--- src/rtl/eye_box_measure.sv ---
// eye_box_measure
// Per-frame eye bounding-box measurement. Watches the binarized pixel stream,
// tracks min/max x/y of dark pixels inside an eye ROI (shadowed at start of
// frame) and publishes height/width one clock after the last pixel of a
// frame, or zeros when fewer than MIN_PIX dark ROI pixels were seen.
// Optional feature macro: EYE_BOX_AVG_EN -- outputs become the average of the
// current and previous frame's raw height/width.
module eye_box_measure #(
    parameter int H_ACT   = 800,
    parameter int V_ACT   = 480,
    parameter int MIN_PIX = 16
) (
    input  logic        module_clk,
    input  logic        module_rst_n,
    input  logic        pixel_en,
    input  logic [10:0] lcd_pixel_xpos,
    input  logic [10:0] lcd_pixel_ypos,
    input  logic        pixel_dark,
    input  logic [10:0] roi_x_start,
    input  logic [10:0] roi_x_end,
    input  logic [10:0] roi_y_start,
    input  logic [10:0] roi_y_end,
    output logic [10:0] eye_high,
    output logic [10:0] eye_wide,
    output logic        eye_found,
    output logic        frame_done
);

    typedef enum logic [1:0] {
        IDLE  = 2'd0,
        ACCUM = 2'd1,
        LATCH = 2'd2
    } state_t;

    localparam logic [10:0] X_LAST    = 11'(H_ACT - 1);
    localparam logic [10:0] Y_LAST    = 11'(V_ACT - 1);
    localparam logic [15:0] MIN_CNT   = 16'(MIN_PIX);
    localparam logic [10:0] COORD_MAX = 11'd2047;
    localparam logic [15:0] CNT_MAX   = 16'hFFFF;

    state_t      state, state_n;
    logic        sof, eof;
    logic        restart;
    logic        load_out;
    logic        hit;

    logic [10:0] roi_xs_q, roi_xe_q, roi_ys_q, roi_ye_q;
    logic [10:0] roi_xs_n, roi_xe_n, roi_ys_n, roi_ye_n;
    logic [10:0] xmin_q, xmax_q, ymin_q, ymax_q;
    logic [10:0] xmin_n, xmax_n, ymin_n, ymax_n;
    logic [15:0] count_q, count_n;

    logic        found;
    logic [10:0] raw_high, raw_wide;

`ifdef EYE_BOX_AVG_EN
    logic [10:0] prev_high, prev_wide;
    logic [11:0] sum_high, sum_wide;
`endif

    assign sof = pixel_en && (lcd_pixel_xpos == 11'd0) && (lcd_pixel_ypos == 11'd0);
    assign eof = pixel_en && (lcd_pixel_xpos == X_LAST) && (lcd_pixel_ypos == Y_LAST);

    // Frame-phase state register
    always_ff @(posedge module_clk or negedge module_rst_n) begin
        if (!module_rst_n) begin
            state <= IDLE;
        end else begin
            // NOTE: flops use non-blocking assignments so every register samples pre-edge values.
            state <= state_n;
        end
    end

    // Next-state decode: start/restart on SOF, latch after EOF
    always_comb begin
        // NOTE: each combinational output gets a default first, so no path can infer a latch.
        state_n  = state;
        restart  = 1'b0;
        load_out = 1'b0;
        unique case (state)
            IDLE: begin
                if (sof) begin
                    restart = 1'b1;
                    state_n = ACCUM;
                end
            end
            ACCUM: begin
                if (sof) begin
                    restart = 1'b1;
                end else if (eof) begin
                    state_n = LATCH;
                end
            end
            LATCH: begin
                load_out = 1'b1;
                state_n  = IDLE;
            end
            default: state_n = IDLE;
        endcase
    end

    // Accumulator update: the SOF pixel is judged against the ROI being shadowed
    always_comb begin
        // NOTE: blocking assignments here let later statements build on earlier partial results.
        roi_xs_n = restart ? roi_x_start : roi_xs_q;
        roi_xe_n = restart ? roi_x_end   : roi_xe_q;
        roi_ys_n = restart ? roi_y_start : roi_ys_q;
        roi_ye_n = restart ? roi_y_end   : roi_ye_q;

        if (restart) begin
            xmin_n  = COORD_MAX;
            xmax_n  = '0;
            ymin_n  = COORD_MAX;
            ymax_n  = '0;
            count_n = '0;
        end else begin
            xmin_n  = xmin_q;
            xmax_n  = xmax_q;
            ymin_n  = ymin_q;
            ymax_n  = ymax_q;
            count_n = count_q;
        end

        hit = pixel_en && pixel_dark && (restart || (state == ACCUM)) &&
              (lcd_pixel_xpos >= roi_xs_n) && (lcd_pixel_xpos <= roi_xe_n) &&
              (lcd_pixel_ypos >= roi_ys_n) && (lcd_pixel_ypos <= roi_ye_n);

        if (hit) begin
            if (lcd_pixel_xpos < xmin_n) xmin_n = lcd_pixel_xpos;
            if (lcd_pixel_xpos > xmax_n) xmax_n = lcd_pixel_xpos;
            if (lcd_pixel_ypos < ymin_n) ymin_n = lcd_pixel_ypos;
            if (lcd_pixel_ypos > ymax_n) ymax_n = lcd_pixel_ypos;
            if (count_n != CNT_MAX) count_n = count_n + 16'd1;
        end
    end

    // ROI shadow and bounding-box accumulators
    always_ff @(posedge module_clk or negedge module_rst_n) begin
        if (!module_rst_n) begin
            roi_xs_q <= '0;
            roi_xe_q <= '0;
            roi_ys_q <= '0;
            roi_ye_q <= '0;
            xmin_q   <= COORD_MAX;
            xmax_q   <= '0;
            ymin_q   <= COORD_MAX;
            ymax_q   <= '0;
            count_q  <= '0;
        end else begin
            roi_xs_q <= roi_xs_n;
            roi_xe_q <= roi_xe_n;
            roi_ys_q <= roi_ys_n;
            roi_ye_q <= roi_ye_n;
            xmin_q   <= xmin_n;
            xmax_q   <= xmax_n;
            ymin_q   <= ymin_n;
            ymax_q   <= ymax_n;
            count_q  <= count_n;
        end
    end

    // Raw frame measurement from the finished accumulators
    always_comb begin
        found    = (count_q >= MIN_CNT);
        raw_high = '0;
        raw_wide = '0;
        if (found) begin
            raw_high = ymax_q - ymin_q + 11'd1;
            raw_wide = xmax_q - xmin_q + 11'd1;
        end
    end

`ifdef EYE_BOX_AVG_EN
    assign sum_high = {1'b0, raw_high} + {1'b0, prev_high};
    assign sum_wide = {1'b0, raw_wide} + {1'b0, prev_wide};
`endif

    // Published outputs, updated only in the LATCH cycle
    always_ff @(posedge module_clk or negedge module_rst_n) begin
        if (!module_rst_n) begin
            eye_high   <= '0;
            eye_wide   <= '0;
            eye_found  <= 1'b0;
            frame_done <= 1'b0;
`ifdef EYE_BOX_AVG_EN
            prev_high  <= '0;
            prev_wide  <= '0;
`endif
        end else begin
            frame_done <= load_out;
            if (load_out) begin
                eye_found <= found;
`ifdef EYE_BOX_AVG_EN
                eye_high  <= 11'(sum_high >> 1);
                eye_wide  <= 11'(sum_wide >> 1);
                prev_high <= raw_high;
                prev_wide <= raw_wide;
`else
                eye_high  <= raw_high;
                eye_wide  <= raw_wide;
`endif
            end
        end
    end

endmodule

--- config.mk ---
export PLATFORM = sky130hd
export DESIGN_NAME = eye_box_measure
export DESIGN_NICKNAME = d
export VERILOG_FILES = /design/src/rtl/eye_box_measure.sv
export SDC_FILE = /design/constraint.sdc
export NUM_CORES = 1
export LEC_CHECK = 0
export BUFFER_PORTS_ARGS = -buffer_cell sky130_fd_sc_hd__buf_4
export CAP_MARGIN = 20
export CORE_MARGIN = 2
export CORE_UTILIZATION = 32
export CTS_BUF_LIST = sky130_fd_sc_hd__clkbuf_8
export DETAILED_ROUTE_END_ITERATION = 16
export GPL_ROUTABILITY_DRIVEN = 0
export GPL_TIMING_DRIVEN = 0
export HOLD_SLACK_MARGIN = 0.1
export SLEW_MARGIN = 20
export SYNTH_ARGS = -nofsm -noshare
export SYNTH_HDL_FRONTEND = slang
export SYNTH_SLANG_ARGS = --single-unit
--- constraint.sdc ---
create_clock -name module_clk -period 4.7 [get_ports module_clk]
set_input_delay 1.41 -clock module_clk [delete_from_list [all_inputs] [get_ports module_clk]]
set_output_delay 1.41 -clock module_clk [all_outputs]
set_load 0.1 [all_outputs]
Word level (Yosys, flattened, before mapping)

Cells that the tools add are included.

Eq/ne operators: 8
$lt $le $gt $ge: 9
Add/subtract/negate cells: 5
Reduce and logical (&&, ||, !) cells: 16
Muxes and demuxes: 28

Operator list:

| cell                  | number |
|---|---|
| $mux 11               | 18 |
| $mux 16               | 3 |
| $add 11x1->11 const B | 2 |
| $ge 11x11->1          | 2 |
| $gt 11x11->1          | 2 |
| $le 11x11->1          | 2 |
| $logic_not 11->1      | 2 |
| $lt 11x11->1          | 2 |
| $sub 11x11->11        | 2 |
| $add 16x1->16 const B | 1 |
| $ge 16x5->1 const B   | 1 |
| $ne 16x16->1 const B  | 1 |
| $eq 11x10->1 const B  | 1 |
| $eq 11x9->1 const B   | 1 |
| $logic_and 1x1->1     | 10 |
| $mux 2                | 3 |
| $ne 2x2->1 const B    | 3 |
| $pmux 2 s2            | 1 |
| $mux 1                | 3 |
| $reduce_and 3->1      | 1 |
| $eq 2x1->1 const B    | 1 |
| $eq 2x2->1 const B    | 1 |
| $logic_not 2->1       | 1 |
| $reduce_or 2->1       | 1 |
| $logic_or 1x1->1      | 1 |

Bits in registers: 130
Logic and storage cells: 80
Output and inout bits: 24
Input port bits: 70

Logic depth before layout (Yosys ltp)

Word-level depth: 12
Depth in mapped cells: 19
Mapped depth without buffers: 15

Worst setup path before layout

No wires, ideal clock.

Kind: input port to flip-flop
Start: input lcd_pixel_ypos[9]
End: register ymin_q[0]
Path slack: -0.689 ns
Arrival: 5.314 ns
Setup time: 0.075 ns
Stages on the path: 19
Required time: 4.625 ns
Path buffers: 4
Path through: nor4_1 -> and4_1 -> buf_4 -> nand2_2 -> nor2_1 -> clkbuf_1 -> clkbuf_1 -> nand2_1 -> nand2_1 -> inv_1 -> ha_1 -> a41oi_1 -> o21ai_0 -> a2111oi_0 -> a41oi_1 -> or4_4 -> or4_4 -> buf_6 -> mux2i_1

Elaborated cells on any way between the ends: 22
Classes of those cells: 5 x order compare; 9 x mux; 8 x reduce/logical

RTL lines:

| what                            | line   | text |
|---|---|---|
| from (decl)                     | 17     | `input logic [10:0] lcd_pixel_ypos,` |
| $logic_not 11->1                | 61     | `assign sof = pixel_en && (lcd_pixel_xpos == 11'd0) && (lcd_pixel_ypos == 11'd0);` |
| $logic_and 1x1->1               | 61     |  |
| $mux 1                          | 82, 88 |  |
| $mux 1                          | --     |  |
| $mux 11                         | 106    | `roi_xe_n = restart ? roi_x_end : roi_xe_q;` |
| via roi_xe_n[4]                 | 48     | `logic [10:0] roi_xs_n, roi_xe_n, roi_ys_n, roi_ye_n;` |
| $le 11x11->1                    | 125    | `(lcd_pixel_xpos >= roi_xs_n) && (lcd_pixel_xpos <= roi_xe_n) &&` |
| $logic_and 1x1->1 (2 in series) | 125    |  |
| $logic_and 1x1->1               | 126    | `(lcd_pixel_ypos >= roi_ys_n) && (lcd_pixel_ypos <= roi_ye_n);` |
| $mux 11                         | 128    | `if (hit) begin` |
| via ymin_n[0]                   | 50     | `logic [10:0] xmin_n, xmax_n, ymin_n, ymax_n;` |
| to (signal assigned)            | 156    | `ymin_q <= ymin_n;` |
| to (decl)                       | 49     | `logic [10:0] xmin_q, xmax_q, ymin_q, ymax_q;` |

The timed path passes the listed nets, and every way through them passes these cells.
A chain may end at the register's enable or synchronous reset.

Worst setup path in the final report

Start: input lcd_pixel_xpos[4]
End: register ymin_q[1]

Word-level cells in the longest chain between the ends: 12
Elaborated cells on any way between the ends: 23
Classes of those cells: 5 x order compare; 9 x mux; 9 x reduce/logical

RTL lines:

| what                            | line   | text |
|---|---|---|
| from (decl)                     | 16     | `input logic [10:0] lcd_pixel_xpos,` |
| $logic_not 11->1                | 61     |  |
| $logic_and 1x1->1 (2 in series) | 61     |  |
| $mux 1                          | 82, 88 |  |
| $mux 1                          | --     |  |
| $mux 11                         | 105    | `roi_xs_n = restart ? roi_x_start : roi_xs_q;` |
| via roi_xs_n[8]                 | 48     |  |
| $ge 11x11->1                    | 125    |  |
| $logic_and 1x1->1               | 124    | `hit = pixel_en && pixel_dark && (restart \|\| (state == ACCUM)) &&` |
| $logic_and 1x1->1 (2 in series) | 125    |  |
| $logic_and 1x1->1               | 126    |  |
| $mux 11                         | 128    |  |
| via ymin_n[1]                   | 50     |  |

The timed path passes the listed nets, and every way through them passes these cells.

==> impl_results.md <==
- Final antenna-violating net count: 0
- Placed Area: 9820 sq um
- Gr usage total: about 17%
- Yosys top cell area share: 31.8%
- Root Driver: clkbuf_8
- RSZ-0062 raised after global routing: yes
- Die area: 27900 sq um
- Met2 wire len: 11100 um
- CTS tree: done
- DP Cell Count: 1285
- Clk Latency, worst-skew pair: around 0.45 ns
- Area of the core: around 26000 sq um
- HPWL after DPL: 17400 um
- Synthesized area per cell: 9.94 sq um
- R2R setup slack: 0.82 ns
- Synthesized area: 8510 sq um
- Dpl ws: -0.901 ns
- Post-synth ARST share: between 90% and 100%
- Cell variety after synth: 55
- Grt ovf: 0
- Maximum VDD drop: about 0.12 mV
- Worst-path clk slew: roughly 0.070 ns
- Die width: 167 um
- Least-Margin Pin Slew: about 1 ns
- Initial antenna violation count: 0
- Fin. max-slew vios: 0
- Outcome: finished with violations
- Slew HR: ~33%
- DR top layer: met4
- H-tree levels: 4
- Period utilization: 104%
- Row count: 59
- HP Class: flop to flop
- Max cap viols: 0
- WL met1: 10900 um
- Die height: 167 um
- Max Fclk: 0.205 GHz
- Area contributors post-synth: dfrtp_1 (32%), ha_1 (18%), mux2i_1 (9.4%), dfstp_2 (6.8%), inv_1 (4.2%)
- Met3 WL: 917 um
- CTS Sinks: 130
- Sequential fraction of the synthesis area: approximately two fifths
- NumNets Final: 1199
- Vias in the first global route: 7111
- Max Root-Sink Buffers: 2
- Number of synthesized flops with an enable pin: 0
- Hold Vio Cnt, Final: 0
- Area of the multi-input gates: 5220 sq um
- Most frequent cell after synthesis: ha_1
- Most instantiated cells after synthesis: ha_1 (125), dfrtp_1 (108), inv_1 (95)
- Mapped Nets: 1053
- Crit. End Element: flop
- Final cell count without fillers: roughly 1400
- Critical setup path kind: primary input to flop
- Remaining DRCs: 0
- Hold_buf cts: 0
- #FFs+latches synth: 130
- Total negative slack: -4.12 ns
- Arrival @ worst endpoint: 5.23 ns
- Worst setup margin: -0.168 ns
- Tmin final: 4.87 ns
- Finished Cell Area: 11000 sq um
- First-pass detailed-route iteration total: 5
- Final setup vio count: between 40 and 50
- Largest area contributor in the netlist: dfrtp_1
- Synth-to-layout area growth: 29.5%
- Crit Path Max Fanout: 10
- Vias per inst: 5.03
- LEAKAGE: 5.47 nW
- Share of cells above drive strength 1: 25.7%
- Post-Synthesis Cells: about 860
- DRT Wirelength: about 23000 um
- First-pass GRT wire length: 37700 um
- Storage cell area: 3280 sq um
- Largest net degree at the start of global routing: 71
- Diode count: 0
- CP required: 5.06 ns
- Via Count: about 6800
- IO Port Bufs: 93
- Clock skew: 0.0105 ns
- Yosys warnings: 0
- PD cells: 215 nW/um^2
- Initial Util: 32.7%
- CTS Buf Count: 17
- Setup crit start kind: primary input
- Ys flop type: dfrtp_1
- # IOs: 94
- DR iter-0 viols: 359
- Fill cell count: about 2500
- Drt wl/cell: 17.3 um
- Failing checks: negative setup slack
[per-stage QoR]
step                hold WS (ns)  power (mW)  util (%)
finish                     0.480        2.37      42.3
global route               0.504        2.47      42.3
CTS                        0.487        2.38      41.8
detailed placement         0.463        1.35      37.7
global placement           0.450        1.34      37.5
floorplan                  0.434        1.22         -
[path summary, 6_finish.rpt]
kind | start | to | cells after the start
setup / recovery | lcd_pixel_xpos[4] | ymin_q[1] | 18
hold / removal | eye_found | eye_found | 1
setup reg to reg | state[1] | ymin_q[1] | 14
hold reg to reg | eye_found | eye_found | 1
max in group asynchronous | module_rst_n | xmin_q[9] | 2
min in group asynchronous | module_rst_n | eye_high[4] | 1
[what timing repair did]
action | in CTS | in global routing
setup endpoints to repair | 59 | 59
gates cloned | 3 | 0
resized for setup | 80 | 30
endpoints found under the hold margin | 0 | 0
setup buffers | 31 | 3
pin swaps | 14 | 9
[final cells by class]
type,count,area share [%]
repair buffers,129,9.67
clock inverters,14,1.50
multi-input cells,606,47.3
clock buffers,18,2.25
well taps,335,3.80
inverters,95,3.24
plain buffers,23,2.45
flip-flops and latches,130,29.8
[flip-flops by register name, indices dropped and copies added (netlist names), 2 cells and up]
register / flops
count_q: 16
roi_xe_q: 11
roi_ye_q: 11
eye_wide: 11
ymin_q: 11
xmax_q: 11
ymax_q: 11
xmin_q: 11
roi_xs_q: 11
roi_ys_q: 11
state: 2
eye_high: 11
[metal layers]
metal  GRT usage, %  up-vias
met2           28.6      138
met5              0        -
met1           22.8     3283
met3           3.42       29
li1               -     3343
met4           4.84        0
[report_power, final]
part / total [mW] / switching (mW) / internal (mW)
registers: 1.12 / 0.00000311 / 1.12
logic: 0.238 / 0.132 / 0.106
clock network: 1.01 / 0.473 / 0.535
total: 2.37 / 0.606 / 1.76
[cells in the final DEF (no fill, tap or decap), types with 18 or more instances in the layout]
cell | netlist | layout
ha_1 | 125 | 116
buf_4 | 3 | 115
dfrtp_1 | 108 | 108
inv_1 | 95 | 94
nand2_1 | 83 | 78
mux2i_1 | 80 | 65
nor2_1 | 45 | 44
o21ai_0 | 33 | 32
a21oi_1 | 25 | 23
dfstp_2 | 22 | 22
a22o_1 | 20 | 20
nand4_1 | 19 | 19
clkbuf_8 | 0 | 18
[worst max-delay path, stage by stage]
cell and delay [ns]:
buf_12 0.13, nor4_4 0.27, and4_4 0.31, nand2_4 0.07, nor2_4 0.13, clkbuf_16 0.17, clkbuf_16 0.13, nand2_4 0.05
nand2_4 0.06, inv_2 0.05, ha_4 0.26, o2111ai_2 0.09, and2_4 0.19, a2111o_1 0.40, or4_4 0.65, or4_4 0.48
buf_12 0.17, mux2i_1 0.19
[cells by family (layout without fill, tap and decap cells)]
kind of cell	Yosys count	after routing	share of synthesized area, %
muxes	83	83	9.81
adders and majority gates	127	127	18.9
AOI/OAI and AO/OA	143	143	11.8
xor gates and xnor gates	20	20	2.06
buffers and inverters	120	279	5.53
and+or+nand+nor	233	233	13.4
DFF	130	130	38.6
(Power assumes the default switching activity.)
